==> src/rtl/pcie_tlp_pkg.sv <==
// Shared TLP definitions for the PCIe TRN receive path: fmt/type codes,
// header field bit positions within beat 0, FSM state encodings and a
// DW byte-swap helper. PCIE_RX_MEM64_EN enables the ST_DATA state for
// 4DW memory requests.
package pcie_tlp_pkg;

  // {fmt[1:0], type[4:0]} codes of the memory requests we decode
  localparam logic [6:0] MRD32 = 7'b00_00000;
  localparam logic [6:0] MWR32 = 7'b10_00000;
  localparam logic [6:0] MRD64 = 7'b01_00000;
  localparam logic [6:0] MWR64 = 7'b11_00000;

  // Field positions in beat 0 = {DW0, DW1}, DW0 in [63:32]
  localparam int FMT_HI  = 62;
  localparam int FMT_LO  = 61;
  localparam int TYPE_HI = 60;
  localparam int TYPE_LO = 56;
  localparam int TC_HI   = 54;
  localparam int TC_LO   = 52;
  localparam int EP_BIT  = 46;
  localparam int ATTR_HI = 45;
  localparam int ATTR_LO = 44;
  localparam int LEN_HI  = 41;
  localparam int LEN_LO  = 32;
  localparam int RID_HI  = 31;
  localparam int RID_LO  = 16;
  localparam int TAG_HI  = 15;
  localparam int TAG_LO  = 8;
  localparam int FBE_HI  = 3;
  localparam int FBE_LO  = 0;

  // Receive FSM state encodings
  localparam logic [2:0] ST_IDLE    = 3'd0;
  localparam logic [2:0] ST_HDR     = 3'd1;
  localparam logic [2:0] ST_RD_HOLD = 3'd2;
  localparam logic [2:0] ST_DISCARD = 3'd3;
  localparam logic [2:0] ST_DATA    = 3'd4;

  // TLP payload DWs arrive big-endian; the write port is little-endian
  function automatic logic [31:0] bswap32(input logic [31:0] d);
    return {d[7:0], d[15:8], d[23:16], d[31:24]};
  endfunction

endpackage

==> src/rtl/pcie_tlp_hdr_dec.sv <==
// Combinational beat-0 decode: extracts the header fields and flags
// whether the TLP is a supported single-DW memory request to our BAR.
// PCIE_RX_MEM64_EN additionally admits MemRd64/MemWr64.
module pcie_tlp_hdr_dec
  import pcie_tlp_pkg::*;
#(
  parameter int BAR_SEL = 0
) (
  input  logic [63:0] i_beat,
  input  logic [6:0]  i_bar_hit_n,
  output logic        o_ok,
  output logic        o_is_wr,
  output logic        o_is_64,
  output logic        o_ep,
  output logic [2:0]  o_tc,
  output logic [1:0]  o_attr,
  output logic [15:0] o_rid,
  output logic [7:0]  o_tag,
  output logic [3:0]  o_be
);

  logic [6:0] w_fmt_type;
  logic       w_len_one;
  logic       w_bar_hit;
  logic       w_kind_ok;
  logic       w_unused;

  assign w_fmt_type = {i_beat[FMT_HI:FMT_LO], i_beat[TYPE_HI:TYPE_LO]};
  assign w_len_one  = (i_beat[LEN_HI:LEN_LO] == 10'd1);
  assign w_bar_hit  = ~i_bar_hit_n[BAR_SEL];

  // Classify fmt/type against the memory request codes this block serves
  always_comb begin
    w_kind_ok = (w_fmt_type == MRD32) || (w_fmt_type == MWR32);
`ifdef PCIE_RX_MEM64_EN
    w_kind_ok = w_kind_ok || (w_fmt_type == MRD64) || (w_fmt_type == MWR64);
`endif
  end

  assign o_ok    = w_kind_ok & w_len_one & w_bar_hit;
  assign o_is_wr = i_beat[FMT_HI];
  assign o_is_64 = i_beat[FMT_LO];
  assign o_ep    = i_beat[EP_BIT];
  assign o_tc    = i_beat[TC_HI:TC_LO];
  assign o_attr  = i_beat[ATTR_HI:ATTR_LO];
  assign o_rid   = i_beat[RID_HI:RID_LO];
  assign o_tag   = i_beat[TAG_HI:TAG_LO];
  assign o_be    = i_beat[FBE_HI:FBE_LO];

  // Reserved header bits and the other BAR hits carry no meaning here
  assign w_unused = ^{i_beat[63], i_beat[55], i_beat[51:47], i_beat[43:42],
                      i_beat[7:4], i_bar_hit_n};

endmodule

==> src/rtl/pcie_rx_engine.sv <==
// PCIe TRN receive engine: turns single-DW MemWr32 TLPs into write strobes
// and MemRd32 TLPs into read requests; everything else is dropped and
// counted. Define PCIE_RX_MEM64_EN to also accept MemRd64/MemWr64.
//
// Handshakes: a TRN beat transfers on a cycle with trn_rsrc_rdy_n=0 and
// trn_rdst_rdy_n=0; a read request transfers on a cycle with req_valid=1
// and req_ready=1, and req_* stay stable while req_valid=1 waits on req_ready.
module pcie_rx_engine
  import pcie_tlp_pkg::*;
#(
  parameter int BAR_SEL = 0
) (
  input  logic        trn_clk,
  input  logic        trn_reset_n,
  input  logic [63:0] trn_rd,
  input  logic [7:0]  trn_rrem_n,
  input  logic        trn_rsof_n,
  input  logic        trn_reof_n,
  input  logic        trn_rsrc_rdy_n,
  output logic        trn_rdst_rdy_n,
  input  logic [6:0]  trn_rbar_hit_n,
  output logic        wr_en,
  output logic [31:0] wr_addr,
  output logic [31:0] wr_data,
  output logic [3:0]  wr_be,
  output logic        req_valid,
  input  logic        req_ready,
  output logic [31:0] req_addr,
  output logic [15:0] req_rid,
  output logic [7:0]  req_tag,
  output logic [2:0]  req_tc,
  output logic [1:0]  req_attr,
  output logic [3:0]  req_be,
  output logic [7:0]  drop_cnt,
  output logic [2:0]  o_dbg_state
);

  logic [2:0]  r_state, w_nxt;
  logic        r_rdst_rdy_n;
  logic        r_is_wr, r_is_64, r_ep;
  logic [2:0]  r_tc;
  logic [1:0]  r_attr;
  logic [15:0] r_rid;
  logic [7:0]  r_tag;
  logic [3:0]  r_be;
  logic        r_wr_en, r_req_valid;
  logic [31:0] r_wr_addr, r_wr_data, r_req_addr;
  logic [3:0]  r_wr_be;
  logic [7:0]  r_drop_cnt;
  logic        w_acc, w_hdr_ok, w_is_wr, w_is_64, w_ep;
  logic [2:0]  w_tc;
  logic [1:0]  w_attr;
  logic [15:0] w_rid;
  logic [7:0]  w_tag;
  logic [3:0]  w_be;
  logic [1:0]  w_drop_inc;
  logic        w_hdr_cap, w_wr_go, w_rd_go;
  logic [31:0] w_beat1_addr, w_addr_al, w_wr_addr, w_wr_dw;
  logic [8:0]  w_drop_sum;
  logic        w_unused;
`ifdef PCIE_RX_MEM64_EN
  logic [31:0] r_addr;
  logic        w_addr_cap;
`endif

  pcie_tlp_hdr_dec #(.BAR_SEL(BAR_SEL)) u_hdr_dec (
    .i_beat(trn_rd), .i_bar_hit_n(trn_rbar_hit_n), .o_ok(w_hdr_ok),
    .o_is_wr(w_is_wr), .o_is_64(w_is_64), .o_ep(w_ep), .o_tc(w_tc),
    .o_attr(w_attr), .o_rid(w_rid), .o_tag(w_tag), .o_be(w_be)
  );

  assign w_acc = ~trn_rsrc_rdy_n & ~r_rdst_rdy_n;

`ifdef PCIE_RX_MEM64_EN
  // 4DW headers carry the low address in DW3; upper address bits are ignored
  assign w_beat1_addr = r_is_64 ? trn_rd[31:0] : trn_rd[63:32];
  assign w_wr_addr    = (r_state == ST_DATA) ? r_addr : w_addr_al;
  assign w_wr_dw      = (r_state == ST_DATA) ? trn_rd[63:32] : trn_rd[31:0];
`else
  assign w_beat1_addr = trn_rd[63:32];
  assign w_wr_addr    = w_addr_al;
  assign w_wr_dw      = trn_rd[31:0];
`endif
  assign w_addr_al = {w_beat1_addr[31:2], 2'b00};

  // Next-state decode plus the per-cycle commit/drop decisions
  always_comb begin
    w_nxt      = r_state;
    w_drop_inc = 2'd0;
    w_hdr_cap  = 1'b0;
    w_wr_go    = 1'b0;
    w_rd_go    = 1'b0;
`ifdef PCIE_RX_MEM64_EN
    w_addr_cap = 1'b0;
`endif
    if (r_state == ST_RD_HOLD) begin
      if (req_ready) w_nxt = ST_IDLE;
    end else if (w_acc && !trn_rsof_n) begin
      // SOF anywhere restarts decoding; an interrupted TLP counts as a drop
      if (r_state != ST_IDLE) w_drop_inc = 2'd1;
      w_hdr_cap = 1'b1;
      if (!trn_reof_n) begin
        w_drop_inc = w_drop_inc + 2'd1;
        w_nxt      = ST_IDLE;
      end else if (w_hdr_ok) begin
        w_nxt = ST_HDR;
      end else begin
        w_nxt = ST_DISCARD;
      end
    end else if (w_acc && !trn_reof_n) begin
      case (r_state)
        ST_HDR: begin
          if (r_is_wr && r_is_64) begin
            w_drop_inc = 2'd1;
            w_nxt      = ST_IDLE;
          end else if (r_is_wr) begin
            if (r_ep) w_drop_inc = 2'd1;
            else      w_wr_go    = 1'b1;
            w_nxt = ST_IDLE;
          end else begin
            w_rd_go = 1'b1;
            w_nxt   = ST_RD_HOLD;
          end
        end
        ST_DISCARD: begin
          w_drop_inc = 2'd1;
          w_nxt      = ST_IDLE;
        end
`ifdef PCIE_RX_MEM64_EN
        ST_DATA: begin
          if (r_ep) w_drop_inc = 2'd1;
          else      w_wr_go    = 1'b1;
          w_nxt = ST_IDLE;
        end
`endif
        default: ;
      endcase
    end else if (w_acc) begin
      case (r_state)
`ifdef PCIE_RX_MEM64_EN
        ST_HDR: begin
          if (r_is_wr && r_is_64) begin
            w_addr_cap = 1'b1;
            w_nxt      = ST_DATA;
          end else begin
            w_nxt = ST_DISCARD;
          end
        end
        ST_DATA: w_nxt = ST_DISCARD;
`else
        ST_HDR: w_nxt = ST_DISCARD;
`endif
        default: ;
      endcase
    end
  end

  // State register; the sink stalls only while a read request is pending
  always_ff @(posedge trn_clk or negedge trn_reset_n) begin
    if (!trn_reset_n) begin
      r_state      <= ST_IDLE;
      r_rdst_rdy_n <= 1'b1;
    end else begin
      r_state      <= w_nxt;
      r_rdst_rdy_n <= (w_nxt == ST_RD_HOLD);
    end
  end

  // Capture beat-0 header fields (and the 4DW low address) for later beats
  always_ff @(posedge trn_clk or negedge trn_reset_n) begin
    if (!trn_reset_n) begin
      r_is_wr <= 1'b0; r_is_64 <= 1'b0; r_ep <= 1'b0; r_tc <= 3'd0;
      r_attr  <= 2'd0; r_rid <= 16'd0; r_tag <= 8'd0; r_be <= 4'd0;
`ifdef PCIE_RX_MEM64_EN
      r_addr  <= 32'd0;
`endif
    end else begin
      if (w_hdr_cap) begin
        r_is_wr <= w_is_wr; r_is_64 <= w_is_64; r_ep <= w_ep; r_tc <= w_tc;
        r_attr  <= w_attr;  r_rid <= w_rid; r_tag <= w_tag; r_be <= w_be;
      end
`ifdef PCIE_RX_MEM64_EN
      if (w_addr_cap) r_addr <= w_addr_al;
`endif
    end
  end

  // Write port: one-cycle strobe, address/data held until the next write
  always_ff @(posedge trn_clk or negedge trn_reset_n) begin
    if (!trn_reset_n) begin
      r_wr_en <= 1'b0; r_wr_addr <= 32'd0; r_wr_data <= 32'd0; r_wr_be <= 4'd0;
    end else begin
      r_wr_en <= w_wr_go;
      if (w_wr_go) begin
        r_wr_addr <= w_wr_addr;
        r_wr_data <= bswap32(w_wr_dw);
        r_wr_be   <= r_be;
      end
    end
  end

  // Read request: raised after the address beat, dropped after handshake
  always_ff @(posedge trn_clk or negedge trn_reset_n) begin
    if (!trn_reset_n) begin
      r_req_valid <= 1'b0; r_req_addr <= 32'd0;
      req_rid <= 16'd0; req_tag <= 8'd0; req_tc <= 3'd0; req_attr <= 2'd0; req_be <= 4'd0;
    end else if (w_rd_go) begin
      r_req_valid <= 1'b1; r_req_addr <= w_addr_al;
      req_rid <= r_rid; req_tag <= r_tag; req_tc <= r_tc; req_attr <= r_attr; req_be <= r_be;
    end else if (r_req_valid && req_ready) begin
      r_req_valid <= 1'b0;
    end
  end

  assign w_drop_sum = {1'b0, r_drop_cnt} + {7'd0, w_drop_inc};

  // Saturating count of discarded TLPs
  always_ff @(posedge trn_clk or negedge trn_reset_n) begin
    if (!trn_reset_n) r_drop_cnt <= 8'd0;
    else              r_drop_cnt <= w_drop_sum[8] ? 8'hFF : w_drop_sum[7:0];
  end

  assign trn_rdst_rdy_n = r_rdst_rdy_n;
  assign wr_en          = r_wr_en;
  assign wr_addr        = r_wr_addr;
  assign wr_data        = r_wr_data;
  assign wr_be          = r_wr_be;
  assign req_valid      = r_req_valid;
  assign req_addr       = r_req_addr;
  assign drop_cnt       = r_drop_cnt;
  assign o_dbg_state    = r_state;

  // Remainder flags are redundant for the single-DW TLPs handled here
  assign w_unused = ^{trn_rrem_n, w_beat1_addr[1:0]};

endmodule

==> config.mk <==
export PLATFORM = sky130hd
export DESIGN_NAME = pcie_rx_engine
export DESIGN_NICKNAME = d
export VERILOG_FILES = /design/src/rtl/pcie_tlp_pkg.sv /design/src/rtl/pcie_tlp_hdr_dec.sv /design/src/rtl/pcie_rx_engine.sv
export SDC_FILE = /design/constraint.sdc
export NUM_CORES = 1
export LEC_CHECK = 0
export CAP_MARGIN = 15
export CORE_AREA = 2 2 178 180
export DETAILED_ROUTE_END_ITERATION = 8
export DIE_AREA = 0 0 180 182
export GPL_TIMING_DRIVEN = 0
export SYNTH_ARGS = -nofsm -noshare
export SYNTH_HDL_FRONTEND = slang
export SYNTH_HIERARCHICAL = 1
export SYNTH_SLANG_ARGS = --single-unit
==> constraint.sdc <==
create_clock -name trn_clk -period 4 [get_ports trn_clk]
set_input_delay 1.2 -clock trn_clk [delete_from_list [all_inputs] [get_ports trn_clk]]
set_output_delay 1.2 -clock trn_clk [all_outputs]
set_load 0.01 [all_outputs]
==> results of run 1 <==
[synthesized netlist by cell type, types with 4 or more instances]
library cell	count
buf_4	43
o21ai_0	5
a21oi_1	4
nor2_1	6
buf_2	5
mux2_1	34
nand2_1	11
inv_1	8
dfrtp_1	178
buf_6	9
mux2_2	131
[path summary, 6_finish.rpt]
check / from / to / slack (ns) / cells after the start
worst max-delay path: trn_rsof_n / drop_cnt[4]$_DFF_PN0_ / 0.20 / 11
worst min-delay path: req_valid$_DFFE_PN0P_ / req_valid$_DFFE_PN0P_ / 0.48 / 1
worst max register to register: o_dbg_state[1]$_DFF_PN0_ / drop_cnt[4]$_DFF_PN0_ / 1.03 / 12
worst min register to register: req_valid$_DFFE_PN0P_ / req_valid$_DFFE_PN0P_ / 0.48 / 1
max in group asynchronous: trn_reset_n / wr_addr[4]$_DFFE_PN0P_ / 2.34 / 2
min in group asynchronous: trn_reset_n / wr_data[12]$_DFFE_PN0P_ / 0.80 / 1
[flip-flops by register name, summed over array words and instances, names as in the netlist, 2 cells and up]
signal,cells
drop_cnt,8
o_dbg_state,3
wr_be,4
r_be,4
r_tag,8
r_tc,3
req_tag,8
wr_data,32
req_attr,2
req_tc,3
req_rid,16
r_rid,16
req_be,4
req_addr,30
r_attr,2
wr_addr,30
[where the power goes]
group          internal, uW  switching (uW)  leakage, uW
clock network           968             777     0.000293
registers              2390             324      0.00237
logic                  1210             733      0.00217
[what timing repair did]
action                                  4_1_cts  5_1_grt
endpoints found under the setup margin        7        6
pin swaps                                     0        2
resized for setup                             2        1
hold endpoints to repair                      0        0
buffers inserted                              0        2
[through the flow]
stage | setup slack, ns | TNS (ns) | instances | total power, uW | cell area [um^2]
floorplan | 0.615 | 0 | 484 | 3570 | 7340
global placement | -6.25 | -1117.70 | 1099 | 4690 | 9970
detailed placement | -0.726 | -5.05 | 1100 | 4720 | 10000
CTS | 0.0299 | 0 | 1132 | 6530 | 10600
global route | 0.00243 | 0 | 1134 | 6790 | 10600
finish | 0.200 | 0 | 1134 | 6400 | 10600
[layer usage]
layer	up-vias	share of wire
met5	-	0
met4	0	0.014
met3	15	0.063
met2	129	0.47
met1	2361	0.46
li1	2124	-
[final cells by class]
| type | instances | area share |
|---|---|---|
| Tap cell | 402 | 0.0473 |
| Clock buffer | 19 | 0.0426 |
| Inverter | 8 | 0.00282 |
| Timing Repair Buffer | 216 | 0.205 |
| Buffer | 58 | 0.0426 |
| Sequential cell | 179 | 0.421 |
| Clock inverter | 13 | 0.0140 |
| Multi-Input combinational cell | 239 | 0.225 |
[kinds of logic (layout without fill, tap and decap cells)]
logic type / Yosys count / count (layout) / share of synthesized area
compound gates: 20 / 20 / 0.0178
buf+inv: 66 / 314 / 0.0659
other cells: 1 / 4 / 0.000512
xor+xnor: 3 / 3 / 0.00359
fa+ha+maj: 4 / 4 / 0.00786
flops: 179 / 179 / 0.612
simple gates: 43 / 43 / 0.0393
mux: 165 / 165 / 0.254
[critical path: stages]
cell and delay, ns:
clkdlybuf4s50_1 0.57, nor3_4 0.29, a21boi_2 0.31, buf_4 0.28, buf_4 0.24, nand2_1 0.12
fa_1 0.48, nor3_2 0.28, nand4_1 0.13, buf_4 0.17, o21ai_0 0.06
==> out/results.txt, run 1 <==
Clock Skew -> 0.0119 ns
Pre-antenna DRT Iters -> 4
Vias in the first global route -> 4722
Final-report setup violation count -> 0
Initial antenna violation count -> 0
Nets -> 808
Slew HR -> 0.389
Worst EP arrival -> 4.15 ns
Post-DP HPWL -> 13.1 mm
DRT iter0 DRCs -> 147
Worst setup EP type -> flip-flop
Vias per cell -> 4.08
Top Ports -> 232
TritonCTS Buffers -> 17
Largest net degree at the start of global routing -> 105
Library cells used by synthesis -> 41
PortBufs -> 213
Crit Path Category -> primary input to flip-flop
Filler cells -> 3076
Post-Syn Area per Cell -> 15.2 um^2
EDFF count, synth -> 0
Worst-Margin Slew -> 0.913 ns
Area of the multi-input gates -> 0.00239 mm^2
Post-synthesis register bit count -> 179
Drt total wl -> 18.6 mm
Worst hold slack -> 0.485 ns
Most frequent cells in the layout -> 212 x clkdlybuf4s50_1, 178 x dfrtp_1, 131 x mux2_2, 45 x buf_4, 34 x mux2_1
Slew Limit Fails -> 0
Post-route ant nets -> 0
Die width -> 180 um
GP Congestion -> 0.687
Core Box Area -> 0.0310 mm^2
Syn Inst Count -> 481
Syn. warnings -> 6
Register area -> 0.00448 mm^2
Synthesis-to-layout area growth -> 45.2%
Die height -> 182 um
Antenna diode count -> 0
Leakage -> 0.00483 uW
Data required time of the worst path -> 4.35 ns
GRT Total Usage -> 0.115
Cell taking the most area after synthesis -> dfrtp_1
Grt met3 use -> 0.0377
Congestion Overflow GR -> 0
Maxcap violations -> 0
Drc violations -> 0
RSZ-0062 raised after global routing -> false
Register area share after synthesis -> 0.612
Final worst path period share -> 0.950
Async S/R FF share, synth -> 1.00
Die area -> 0.0328 mm^2
Final-report hold violation count -> 0
Leading cell type in the layout, fill and taps excluded -> clkdlybuf4s50_1
First-pass GRT wire length -> 28.8 mm
Startpoint Class -> primary input
Max frequency -> 0.263 GHz
Hold_buf cts -> 0
Grt met2 use -> 0.177
Worst-path maximum fanout -> 10
Gr busiest metal -> met2
Top FF cell, synth -> dfrtp_1
Final min period -> 3.80 ns
DR vias -> 4629
Clock Latency Late Sink -> 0.43 ns
H-tree Lvls -> 4
Clock root cell -> clkbuf_16
Synthesized area -> 0.00733 mm^2
Hold Crit Class -> flip-flop to flip-flop
Wire length per cell -> 16.4 um
CTS tree -> done
Clock-pin slew on the worst setup and hold paths -> 0.07 ns
Row Count -> 65
Status -> complete, no violations
Dominant cells by area after synthesis -> dfrtp_1 61%, mux2_2 20%, mux2_1 5.2%
Share of cells above drive strength 1 -> 0.324
Top-area cell type share of the netlist area -> 0.608
Maximum vdd ir drop -> 0.257 mV
Utilization after layout -> 0.343
CTS Buffer Depth -> 2
Power per cell area -> 602 mW/mm^2
Met1 Use GR -> 0.153
CTS sink cnt -> 179
Starting density of the core -> 0.236
Note: power is estimated with default switching activity, not from simulation.
==> inputs of run 2 (changes only) <==
--- a/config.mk
+++ b/config.mk
@@ -6,9 +6,9 @@
 export NUM_CORES = 1
 export LEC_CHECK = 0
 export CAP_MARGIN = 15
-export CORE_AREA = 2 2 178 180
+export CORE_AREA = 3 3 179 181
 export DETAILED_ROUTE_END_ITERATION = 8
-export DIE_AREA = 0 0 180 182
+export DIE_AREA = 0 0 182 184
 export GPL_TIMING_DRIVEN = 0
 export SYNTH_ARGS = -nofsm -noshare
 export SYNTH_HDL_FRONTEND = slang
==> out/results.txt, run 2 (synthesized netlist as in run 1, its figures left out) <==
Final worst path period share -> 0.937 (-0.0127)
Post-route ant nets -> 0 (unchanged)
Core Box Area -> 0.0306 mm^2 (-1.3%)
Drc violations -> 0 (unchanged)
Pre-antenna DRT Iters -> 4 (unchanged)
Largest net degree at the start of global routing -> 98 (-6.7%)
DR vias -> 4615 (-0.30%)
Die height -> 184 um (+1.1%)
Met1 Use GR -> 0.144 (-0.00852)
Final instance area -> 0.0106 mm^2 (-0.32%)
Critical Path Sink -> drop_cnt[4]$_DFF_PN0_
Final-report setup violation count -> 0 (unchanged)
Maxcap violations -> 0 (unchanged)
Maximum vdd ir drop -> 0.268 mV (+4.3%)
Die width -> 182 um (+1.1%)
Gr busiest metal -> met2
Row Count -> 64 (-1.5%)
Vias per cell -> 4.09 (+0.32%)
Antenna diode count -> 0 (unchanged)
Grt met2 use -> 0.184 (+0.00644)
Starting density of the core -> 0.240 (+0.00307)
Startpoint Class -> primary input
Slew HR -> 0.454 (+0.0645)
Top Ports -> 232 (unchanged)
DRT iter0 DRCs -> 145 (-1.4%)
Pre-CTS WS -> -0.738 ns (-0.0118 ns)
Worst-path maximum fanout -> 10 (unchanged)
Max frequency -> 0.267 GHz (+1.4%)
Reg-to-Reg End -> drop_cnt[4]$_DFF_PN0_
Final min period -> 3.75 ns (-0.0509 ns)
Largest register FFs -> 32 (unchanged)
TritonCTS Buffers -> 17 (unchanged)
GP Congestion -> 0.713 (+3.7%)
Drt total wl -> 18.8 mm (+1.3%)
Most frequent cells in the layout -> 212 x clkdlybuf4s50_1, 178 x dfrtp_1, 131 x mux2_2, 44 x buf_4, 34 x mux2_1
CTS tree -> done
Clock Latency Late Sink -> 0.43 ns (about the same)
Nets -> 807 (-0.12%)
Vias in the first global route -> 5076 (+7.5%)
Worst EP arrival -> 4.10 ns (-0.05 ns)
Final Power -> 6370 uW (-0.51%)
Final worst setup slack -> 0.251 ns (+0.0509 ns)
Reg2reg start -> o_dbg_state[1]$_DFF_PN0_
Final-report hold violation count -> 0 (unchanged)
H-tree Lvls -> 4 (unchanged)
Share of cells above drive strength 1 -> 0.321 (-0.00229)
Filler cells -> 3052 (-0.78%)
Leading cell type in the layout, fill and taps excluded -> clkdlybuf4s50_1
Placed cell area -> 0.0100 mm^2 (about the same)
Initial antenna violation count -> 1 (+1)
Clock Skew -> 0.0107 ns (-0.00117 ns)
Hold_buf cts -> 0 (unchanged)
PortBufs -> 213 (unchanged)
WHS Path Cells -> 1 (unchanged)
Clock root cell -> clkbuf_16
Worst-Margin Slew -> 0.816 ns (-0.0964 ns)
Wire length per cell -> 16.7 um (+1.9%)
Crit Path Category -> primary input to flip-flop
Data required time of the worst path -> 4.35 ns (about the same)
RSZ-0062 raised after global routing -> false
Most frequent CP cell -> buf_4
First-pass GRT wire length -> 29.6 mm (+2.9%)
CTS Buffer Depth -> 2 (unchanged)
Setup TNS -> 0 ns (unchanged)
Grt met3 use -> 0.0423 (+0.00464)
Synthesis-to-layout area growth -> 44.7%
Power per cell area -> 601 mW/mm^2 (-0.20%)
Congestion Overflow GR -> 0 (unchanged)
R2r setup slk -> 0.97 ns (-0.06 ns)
Crit path largest cell delay -> 0.59 ns (+0.02 ns)
Leakage -> 0.00481 uW (-0.32%)
CTS sink cnt -> 179 (unchanged)
Worst hold slack -> 0.485 ns (-0.000203 ns)
Slew Limit Fails -> 0 (unchanged)
Crit-path cells -> clkdlybuf4s50_1 -> nor3_4 -> a21boi_2 -> buf_4 -> buf_4 -> nand2_1 -> fa_1 -> nor3_2 -> nand4_1 -> buf_4 -> o21ai_0
Critical-path top delay cell -> clkdlybuf4s50_1
Status -> complete, no violations
Die area -> 0.0335 mm^2 (+2.2%)
GRT Total Usage -> 0.115 (-0.000615)
Hold Crit Class -> flip-flop to flip-flop
Worst setup EP type -> flip-flop
Clock-pin slew on the worst setup and hold paths -> 0.08 ns (about the same)
Worst r2r path cells -> 12 (unchanged)
CP Launch Point -> trn_rsof_n
Post-DP HPWL -> 13.4 mm (+2.5%)
==> run 2: what timing repair did <==
| item | CTS | global route |
|---|---|---|
| endpoints found under the setup margin | 7 | 6 |
| gates resized for setup | 2 | 1 |
| buffers inserted | 0 | 1 |
| pin swaps | 0 | 1 |
| cloned | 0 | 0 |
==> run 2: routing by layer <==
metal,part of all wire,wire length [um],vias up
met3,0.072,1350,16
met5,0,0,-
met4,0.012,234,0
met2,0.47,8850,134
li1,-,-,2108
met1,0.45,8390,2357
==> run 2: where the power goes <==
part	total, uW	switching (uW)	internal (uW)	leakage (uW)
combinational	1960	747	1210	0.00216
sequential	2710	321	2390	0.00237
clock	1700	770	932	0.000283
==> run 2: per-stage QoR <==
stage | utilization | cells
6_report | 0.347 | 1127
3_5_place_dp | 0.327 | 1094
5_1_grt | 0.347 | 1127
2_1_floorplan | - | 484
4_1_cts | 0.346 | 1126
3_3_place_gp | 0.326 | 1093
==> run 2: final cells by class <==
cell class,count,area (um^2),area share
well taps,396,495,0.0467
clock inverters,14,154,0.0145
repair buffers,215,2170,0.205
clock buffers,18,429,0.0405
multi-input cells,239,2390,0.225
plain buffers,58,453,0.0427
flip-flops and latches,179,4480,0.422
inverters,8,30.0,0.00283
==> run 2: critical path: cells and delay by family <==
family                   cells  cell delay (ns)
AO/OA/AOI/OAI                2             0.34
adder cells (fa/ha/maj)      1             0.49
buffers and inverters        4             1.24
AND/OR/NAND/NOR              4             0.82
==> run 2: how the worst min path moves through the flow <==
| stage | startpoint | endpoint |
|---|---|---|
| detailed placement | wr_addr[25]$_DFFE_PN0P_ | wr_addr[25]$_DFFE_PN0P_ |
| CTS | wr_addr[17]$_DFFE_PN0P_ | wr_addr[17]$_DFFE_PN0P_ |
| global route | req_rid[14]$_DFFE_PN0P_ | req_rid[14]$_DFFE_PN0P_ |
| finish | wr_be[2]$_DFFE_PN0P_ | wr_be[2]$_DFFE_PN0P_ |
| global placement | r_rid[8]$_DFFE_PN0P_ | req_rid[8]$_DFFE_PN0P_ |
| floorplan | r_rid[10]$_DFFE_PN0P_ | req_rid[10]$_DFFE_PN0P_ |
